[src/rtl/fir_tdm_pkg.sv]
// Shared types and helpers for the time-multiplexed FIR filter.
// The FIR_TDM_SATURATE_EN macro selects output clamping in the top module.
package fir_tdm_pkg;

  typedef enum logic [1:0] {
    StInit,
    StIdle,
    StMac,
    StOut
  } state_e;

  // Ceiling log2; clog2(1) = 0.
  function automatic int unsigned clog2(input int unsigned v);
    int unsigned r;
    r = 0;
    while ((32'd1 << r) < v) r = r + 1;
    return r;
  endfunction

  // Channel index width, never below one bit.
  function automatic int unsigned ch_width(input int unsigned ch);
    return (clog2(ch) > 0) ? clog2(ch) : 1;
  endfunction

  // Accumulator width that cannot overflow over all taps.
  function automatic int unsigned acc_width(input int unsigned data_w,
                                            input int unsigned coef_w,
                                            input int unsigned taps);
    return data_w + coef_w + clog2(taps);
  endfunction

  // Clamp a signed value into the w-bit two's-complement range.
  function automatic logic signed [63:0] sat_clamp(input logic signed [63:0] v,
                                                   input int unsigned w);
    logic signed [63:0] hi;
    logic signed [63:0] lo;
    hi = (64'sd1 <<< (w - 1)) - 64'sd1;
    lo = -(64'sd1 <<< (w - 1));
    if (v > hi) return hi;
    if (v < lo) return lo;
    return v;
  endfunction

endpackage

[src/rtl/fir_tdm_filter_if.sv]
// Sample, result and coefficient-load signals of fir_tdm_filter.
interface fir_tdm_filter_if
  import fir_tdm_pkg::*;
#(
  parameter int unsigned DATA_W = 16,
  parameter int unsigned COEF_W = 16,
  parameter int unsigned TAPS   = 32,
  parameter int unsigned CH     = 2
);
  localparam int unsigned TapsW = clog2(TAPS);
  localparam int unsigned ChW   = ch_width(CH);

  logic              coef_we;
  logic [TapsW-1:0]  coef_addr;
  logic [COEF_W-1:0] coef_data;
  logic              in_valid;
  logic              in_ready;
  logic [ChW-1:0]    in_ch;
  logic [DATA_W-1:0] in_data;
  logic              out_valid;
  logic [ChW-1:0]    out_ch;
  logic [DATA_W-1:0] out_data;

  modport master (
    output coef_we, coef_addr, coef_data, in_valid, in_ch, in_data,
    input  in_ready, out_valid, out_ch, out_data
  );

  modport slave (
    input  coef_we, coef_addr, coef_data, in_valid, in_ch, in_data,
    output in_ready, out_valid, out_ch, out_data
  );

endinterface

[src/rtl/fir_hist_ram.sv]
// Simple dual-port history RAM: one write port, one registered read port.
module fir_hist_ram #(
  parameter int unsigned Width = 16,
  parameter int unsigned Depth = 64,
  parameter int unsigned AddrW = 6
) (
  input  logic             clk_i,
  input  logic             we_i,
  input  logic [AddrW-1:0] waddr_i,
  input  logic [Width-1:0] wdata_i,
  input  logic [AddrW-1:0] raddr_i,
  output logic [Width-1:0] rdata_o
);

  logic [Width-1:0] mem_q [Depth];
  logic [Width-1:0] rdata_q;

  // Write port.
  always_ff @(posedge clk_i) begin
    if (we_i) mem_q[waddr_i] <= wdata_i;
  end

  // Registered read port; data appears the cycle after the address.
  always_ff @(posedge clk_i) begin
    rdata_q <= mem_q[raddr_i];
  end

  assign rdata_o = rdata_q;

endmodule

[src/rtl/fir_tdm_filter.sv]
// Multi-channel FIR with one shared MAC. Each channel keeps a circular history
// in fir_hist_ram; coefficients are shared. Define FIR_TDM_SATURATE_EN to clamp
// the shifted result instead of wrapping it to DATA_W bits.
module fir_tdm_filter
  import fir_tdm_pkg::*;
#(
  parameter int unsigned DATA_W = 16,
  parameter int unsigned COEF_W = 16,
  parameter int unsigned TAPS   = 32,
  parameter int unsigned CH     = 2,
  parameter int unsigned SHIFT  = 16
) (
  input logic clk,
  input logic rst,
  fir_tdm_filter_if.slave bus_io
);

  localparam int unsigned TapsW = clog2(TAPS);
  localparam int unsigned ChW   = ch_width(CH);
  localparam int unsigned AddrW = ChW + TapsW;
  localparam int unsigned Depth = TAPS * CH;
  localparam int unsigned ProdW = DATA_W + COEF_W;
  localparam int unsigned AccW  = acc_width(DATA_W, COEF_W, TAPS);
  localparam int unsigned KW    = TapsW + 1;

  localparam logic [AddrW-1:0] LastInit = AddrW'(Depth - 1);
  localparam logic [AddrW-1:0] InitTaps = AddrW'(TAPS);
  localparam logic [KW-1:0]    TapsK    = KW'(TAPS);
  localparam logic [KW-1:0]    LastK    = KW'(TAPS + 1);

  state_e                    state_q;
  logic [AddrW-1:0]          cnt_q;
  logic [KW-1:0]             k_q;
  logic [ChW-1:0]            ch_q;
  logic [TapsW-1:0]          wptr_q [CH];
  logic signed [COEF_W-1:0]  coef_q [TAPS];
  logic signed [COEF_W-1:0]  coef_rd_q;
  logic signed [ProdW-1:0]   prod_q;
  logic signed [AccW-1:0]    acc_q;
  logic                      rd_vld_q, prod_vld_q;
  logic                      in_ready_q, out_valid_q;
  logic [ChW-1:0]            out_ch_q;
  logic [DATA_W-1:0]         out_data_q;

  logic                      accept, ch_ok;
  logic                      ram_we;
  logic [AddrW-1:0]          ram_waddr, ram_raddr;
  logic [DATA_W-1:0]         ram_wdata, ram_rdata;
  logic signed [ProdW-1:0]   prod_d;
  logic signed [AccW-1:0]    acc_fin, acc_sh;
  logic [DATA_W-1:0]         result;
`ifdef FIR_TDM_SATURATE_EN
  logic signed [63:0]        sat_wide;
`endif

  fir_hist_ram #(
    .Width (DATA_W),
    .Depth (Depth),
    .AddrW (AddrW)
  ) u_hist (
    .clk_i   (clk),
    .we_i    (ram_we),
    .waddr_i (ram_waddr),
    .wdata_i (ram_wdata),
    .raddr_i (ram_raddr),
    .rdata_o (ram_rdata)
  );

  // History write/read addressing: INIT clears, IDLE accept stores the sample.
  always_comb begin
    accept    = (state_q == StIdle) && bus_io.in_valid;
    ch_ok     = (32'(bus_io.in_ch) < CH);
    ram_we    = 1'b0;
    ram_waddr = '0;
    ram_wdata = '0;
    if (state_q == StInit) begin
      ram_we    = 1'b1;
      ram_waddr = cnt_q;
    end else if (accept && ch_ok) begin
      ram_we    = 1'b1;
      ram_waddr = {bus_io.in_ch, wptr_q[bus_io.in_ch]};
      ram_wdata = bus_io.in_data;
    end
    // Tap k reads the sample k steps older than the newest one.
    ram_raddr = {ch_q, wptr_q[ch_q] - k_q[TapsW-1:0]};
  end

  // Product, final accumulation and output scaling.
  always_comb begin
    prod_d  = $signed({{COEF_W{ram_rdata[DATA_W-1]}}, ram_rdata}) *
              $signed({{DATA_W{coef_rd_q[COEF_W-1]}}, coef_rd_q});
    acc_fin = acc_q + $signed({{(AccW - ProdW){prod_q[ProdW-1]}}, prod_q});
    acc_sh  = acc_fin >>> SHIFT;
`ifdef FIR_TDM_SATURATE_EN
    sat_wide = sat_clamp({{(64 - AccW){acc_sh[AccW-1]}}, acc_sh}, DATA_W);
    result   = sat_wide[DATA_W-1:0];
`else
    result   = acc_sh[DATA_W-1:0];
`endif
  end

  // Coefficient store: cleared during INIT, writable only in IDLE.
  always_ff @(posedge clk) begin
    if (state_q == StInit) begin
      if (cnt_q < InitTaps) coef_q[cnt_q[TapsW-1:0]] <= '0;
    end else if (state_q == StIdle && bus_io.coef_we) begin
      coef_q[bus_io.coef_addr] <= bus_io.coef_data;
    end
  end

  // Control FSM with the MAC pipeline and registered outputs.
  // MAC runs TAPS+2 cycles: TAPS reads, one RAM read latency, one product drain.
  always_ff @(posedge clk or posedge rst) begin
    if (rst) begin
      state_q     <= StInit;
      cnt_q       <= '0;
      k_q         <= '0;
      ch_q        <= '0;
      coef_rd_q   <= '0;
      prod_q      <= '0;
      acc_q       <= '0;
      rd_vld_q    <= 1'b0;
      prod_vld_q  <= 1'b0;
      in_ready_q  <= 1'b0;
      out_valid_q <= 1'b0;
      out_ch_q    <= '0;
      out_data_q  <= '0;
      for (int i = 0; i < int'(CH); i++) wptr_q[i] <= '0;
    end else begin
      out_valid_q <= 1'b0;
      unique case (state_q)
        StInit: begin
          cnt_q <= cnt_q + 1'b1;
          if (cnt_q == LastInit) begin
            state_q    <= StIdle;
            in_ready_q <= 1'b1;
          end
        end
        StIdle: begin
          // Out-of-range channels are consumed silently and leave us in IDLE.
          if (accept && ch_ok) begin
            state_q    <= StMac;
            in_ready_q <= 1'b0;
            ch_q       <= bus_io.in_ch;
            acc_q      <= '0;
            k_q        <= '0;
            rd_vld_q   <= 1'b0;
            prod_vld_q <= 1'b0;
          end
        end
        StMac: begin
          k_q        <= k_q + 1'b1;
          rd_vld_q   <= (k_q < TapsK);
          coef_rd_q  <= coef_q[k_q[TapsW-1:0]];
          prod_vld_q <= rd_vld_q;
          prod_q     <= prod_d;
          if (prod_vld_q) acc_q <= acc_fin;
          if (k_q == LastK) begin
            state_q      <= StOut;
            out_valid_q  <= 1'b1;
            out_ch_q     <= ch_q;
            out_data_q   <= result;
            wptr_q[ch_q] <= wptr_q[ch_q] + 1'b1;
          end
        end
        StOut: begin
          state_q    <= StIdle;
          in_ready_q <= 1'b1;
        end
        default: state_q <= StInit;
      endcase
    end
  end

  assign bus_io.in_ready  = in_ready_q;
  assign bus_io.out_valid = out_valid_q;
  assign bus_io.out_ch    = out_ch_q;
  assign bus_io.out_data  = out_data_q;

endmodule
[src/flat_wrapper.sv]
// flat-port wrapper written by rule: the top's interface ports become plain ports
module fir_tdm_filter_flat import fir_tdm_pkg::*;
#(
  parameter int unsigned DATA_W = 16,
  parameter int unsigned COEF_W = 16,
  parameter int unsigned TAPS   = 32,
  parameter int unsigned CH     = 2,
  parameter int unsigned SHIFT  = 16
)
  (clk, rst, bus_io_coef_we, bus_io_coef_addr, bus_io_coef_data, bus_io_in_valid, bus_io_in_ch, bus_io_in_data, bus_io_in_ready, bus_io_out_valid, bus_io_out_ch, bus_io_out_data);
  fir_tdm_filter_if #(.DATA_W(DATA_W), .COEF_W(COEF_W), .TAPS(TAPS), .CH(CH)) bus_io_i ();
  input logic clk;
  input logic rst;
  input wire logic [$bits(bus_io_i.coef_we)-1:0] bus_io_coef_we;
  input wire logic [$bits(bus_io_i.coef_addr)-1:0] bus_io_coef_addr;
  input wire logic [$bits(bus_io_i.coef_data)-1:0] bus_io_coef_data;
  input wire logic [$bits(bus_io_i.in_valid)-1:0] bus_io_in_valid;
  input wire logic [$bits(bus_io_i.in_ch)-1:0] bus_io_in_ch;
  input wire logic [$bits(bus_io_i.in_data)-1:0] bus_io_in_data;
  output wire logic [$bits(bus_io_i.in_ready)-1:0] bus_io_in_ready;
  output wire logic [$bits(bus_io_i.out_valid)-1:0] bus_io_out_valid;
  output wire logic [$bits(bus_io_i.out_ch)-1:0] bus_io_out_ch;
  output wire logic [$bits(bus_io_i.out_data)-1:0] bus_io_out_data;
  assign bus_io_i.coef_we = bus_io_coef_we;
  assign bus_io_i.coef_addr = bus_io_coef_addr;
  assign bus_io_i.coef_data = bus_io_coef_data;
  assign bus_io_i.in_valid = bus_io_in_valid;
  assign bus_io_i.in_ch = bus_io_in_ch;
  assign bus_io_i.in_data = bus_io_in_data;
  assign bus_io_in_ready = bus_io_i.in_ready;
  assign bus_io_out_valid = bus_io_i.out_valid;
  assign bus_io_out_ch = bus_io_i.out_ch;
  assign bus_io_out_data = bus_io_i.out_data;
  fir_tdm_filter #(.DATA_W(DATA_W), .COEF_W(COEF_W), .TAPS(TAPS), .CH(CH), .SHIFT(SHIFT)) u_core (.clk(clk), .rst(rst), .bus_io(bus_io_i));
endmodule
[config.mk]
export PLATFORM = sky130hd
export DESIGN_NAME = fir_tdm_filter_flat
export DESIGN_NICKNAME = d
export VERILOG_FILES = /design/src/rtl/fir_tdm_pkg.sv /design/src/rtl/fir_tdm_filter_if.sv /design/src/rtl/fir_hist_ram.sv /design/src/rtl/fir_tdm_filter.sv /design/src/flat_wrapper.sv
export SDC_FILE = /design/constraint.sdc
export NUM_CORES = 2
export LEC_CHECK = 0
export ABC_AREA = 1
export BUFFER_PORTS_ARGS = -buffer_cell sky130_fd_sc_hd__buf_4
export CAP_MARGIN = 20
export CORE_MARGIN = 2
export CORE_UTILIZATION = 50
export DETAILED_ROUTE_END_ITERATION = 10
export PLACE_DENSITY = 0.77
export SYNTH_ARGS = -nofsm -noshare
export SYNTH_HDL_FRONTEND = slang
export SYNTH_SLANG_ARGS = --single-unit
[constraint.sdc]
create_clock -name clk -period 5.8 [get_ports clk]
set_clock_uncertainty 0.05 [all_clocks]
set_input_delay 0.29 -clock clk [delete_from_list [all_inputs] [get_ports clk]]
set_output_delay 0.29 -clock clk [all_outputs]
set_load 0.1 [all_outputs]
==> results.toml <==
[outcome]
outcome = "finished with violations"
violations = "design-rule violations"

[timing]
rsz0062_at_grt = "yes"
worst_pin_slew_ns = 1.056
fmax_mhz = 178.5
hold_viol = 0
slew_headroom_pct = 29.54
setup_viol = 0
min_period_ns = 5.602
drv_slew = 0
finalCritPeriodShare_pct = 96.58

[route]
avgViaCountPerCell = 5.859
postRouteAntennaNets = 0
routed_wl_um = 210500
vias = 55900
wl_per_cell_um = 22.07
dr.pass1.iters = 9
drc = 1
drtIter0Drc = 7034

[worst_setup_path]
cp-start-kind = "flop"
worstPathArrival_ns = 6.25
worst_path_most_repeated_cell = "fa_1"
reg2regPathDepth = 21
slowest_stage = "fa_1"
max_stage_delay_ns = 0.51
critPathRequiredTime_ns = 6.45
path_class = "flop to flop"
r2r-end = "u_core.prod_q[22]$_DFFE_PP0P_"
r2r-start = "u_core.coef_rd_q[15]$_DFFE_PP0P_"
worstPathCellList = "clkinvlp_4 -> or2_2 -> fa_1 -> fa_1 -> inv_1 -> fa_1 -> fa_1 -> fa_1 -> inv_1 -> fa_1 -> inv_1 -> ha_2 -> nand2_1 -> nor2_1 -> inv_1 -> nor2_2 -> nand4_1 -> nand3_1 -> nand2_1 -> nand3_1 -> nand2_1"
worstPathMaxFanout = 6
r2r_slack_ns = 0.20
cp-end-kind = "flop"
cp-startpoint = "u_core.coef_rd_q[15]$_DFFE_PP0P_"

[floorplan]
die_area_um2 = 162400
core_um2 = 158200
num_rows = 146
io_pins = 61
die_w_um = 403.0
die_h_um = 403.0
initial_core_util_pct = 50.32

[min_path]
min_delay_path_depth = 3
min-delay-path-class = "input pin to flop"
min_from = "bus_io_in_data[4]"
min_to = "u_core.u_hist.mem_q[15][4]$_DFFE_PP_"

[synthesis]
synth_cell_types = 46
syn-num-nets = 7684
synth_sequential_area_ratio_pct = 62.30
yosysWarnings = 0
netlist_instances = 7254
syn_avg_cell_area_um2 = 10.97
synth-seq-cells = 1678
netlist_area_um2 = 79610

[global_routing]
grt_first_pass_wirelength_um = 319100
track_usage_pct = 25.57
overflow = 0
grt_pass1_vias = 54440
grt_max_degree = 217
antenna_found_initial = 4

[clock_tree]
cts_max_level = 4
numCtsBuffers = 161
cts_tree = "yes"
root_buffer = "clkbuf_16"
cts_sinks = 1678
clk_latency_ns = 0.82
clk_pin_slew_ns = 0.06
clock_path_buffers = 3

[final_layout]
seq_area_um2 = 49630
nNetsFinal = 7772
final-instance-count-excl-fill = 9541
layout_common_cells = "edfxtp_1, nor2_1, nand2_1, o21ai_0, inv_1"
drive_above_1_share_pct = 8.689
fill_cells = 12470
final_common_cell = "edfxtp_1"
syn2layout_area_growth_pct = 11.15
diodes = 0
multi_input_area_um2 = 25960

[run]
max_cap_violations = 0

[placed_design]
portBuffers = 60
dp.cells = 9233
dp_hpwl_um = 130400
place_congestion = 0.9375
==> how the worst max path moves through the flow <==
stage	to	slack, ns
floorplan	u_core.prod_q[27]$_DFFE_PP0P_	0.18
global placement	u_core.prod_q[22]$_DFFE_PP0P_	0.08
detailed placement	u_core.prod_q[22]$_DFFE_PP0P_	0.02
CTS	u_core.prod_q[22]$_DFFE_PP0P_	0.01
global route	u_core.prod_q[22]$_DFFE_PP0P_	-0.02
finish	u_core.prod_q[22]$_DFFE_PP0P_	0.20
==> sequential cells by signal (all words and copies together) (netlist names) <==
name	cells
u_core.coef_q	512
u_core.prod_q	32
u_core.acc_q	32
u_core.bus_io.out_data	16
u_core.cnt_q	6
u_core.rd_vld_q	1
u_core.wptr_q	10
u_core.u_hist.mem_q	1024
u_core.coef_rd_q	16
u_core.bus_io.in_ready	1
u_core.ch_q	1
u_core.k_q	6
u_core.state_q	2
u_core.prod_vld_q	1
u_core.bus_io.out_ch	1
u_core.bus_io.out_valid	1
u_core.u_hist.rdata_o	16
==> synthesized netlist by cell type (all sizes together) <==
cell type / instances / share of area, %
clkbuf: 212 / 1.0
o21bai: 9 / 0.085
xnor2: 13 / 0.15
nand3b: 5 / 0.047
a22o: 2 / 0.022
a21o: 3 / 0.028
fa: 264 / 6.6
nor4: 3 / 0.024
nor2: 1298 / 6.1
or2: 6 / 0.047
and2: 2 / 0.016
a22oi: 2 / 0.019
clkinv: 1 / 0.0047
nand4: 54 / 0.42
nor3b: 1 / 0.0094
o22ai: 108 / 0.85
o21a: 2 / 0.019
buf: 192 / 1.3
nand2: 997 / 4.7
xor2: 12 / 0.14
dfxtp: 16 / 0.40
o31ai: 1 / 0.0094
ha: 124 / 1.9
a21oi: 91 / 0.57
o211ai: 258 / 2.4
inv: 663 / 3.1
nand3: 377 / 2.4
a31oi: 1 / 0.0079
nor3: 17 / 0.11
edfxtp: 1536 / 58
dfrtp: 126 / 4.0
o21ai: 858 / 5.4
==> through the flow <==
| step | hold WS (ns) | setup TNS (ns) | setup slack [ns] | util [%] | cell area [um2] |
|---|---|---|---|---|---|
| 2_1_floorplan | 0.3959 | 0 | 0.1848 | - | 79610 |
| 3_3_place_gp | 0.4125 | 0 | 0.07750 | 52.60 | 83210 |
| 3_5_place_dp | 0.4172 | 0 | 0.01921 | 52.60 | 83210 |
| 4_1_cts | 0.007170 | 0 | 0.01099 | 55.83 | 88320 |
| 5_1_grt | 0.04693 | -0.03749 | -0.01684 | 55.93 | 88490 |
| 6_report | 0.04880 | 0 | 0.1981 | 55.93 | 88490 |
==> worst max-delay path: cells and delay by family (launching register included) <==
family	cells	cell delay, ns
adders and majority gates	7	3.30
and+or+nand+nor	9	1.34
buffers and inverters	5	0.44
DFF	1	0.39
==> cell families after synthesis <==
logic type	after synthesis	synth area share (%)
flops	1678	62.30
compound gates	1335	9.447
simple gates	2760	13.91
fa+ha+maj	388	8.588
xor+xnor	25	0.2939
buf+inv	1068	5.462
==> final cells by class <==
type	instances	area share [%]
inverter	664	2.851
multi-input combinational	4508	29.34
clock inverter	83	0.8159
clock buffer	207	4.866
timing repair buffer	329	3.109
tap	2072	2.930
sequential	1678	56.09
==> routing by layer <==
layer	routed length [um]	global-route usage (%)	part of all wire (%)
met5	13	0	0.0062
met1	80740	34.32	38
met3	22910	5.496	11
met4	8231	10.41	3.9
met2	98650	40.71	47
==> timing repair <==
action                                 CTS  global route
setup endpoints to repair                0            19
buffers inserted                         0             9
endpoints found under the hold margin  187             0
hold buffers                             8             0
resized for setup                        0            42
Power is not shown: default switching activity piles up to over one toggle a cycle in this logic, so the estimate is an artifact.
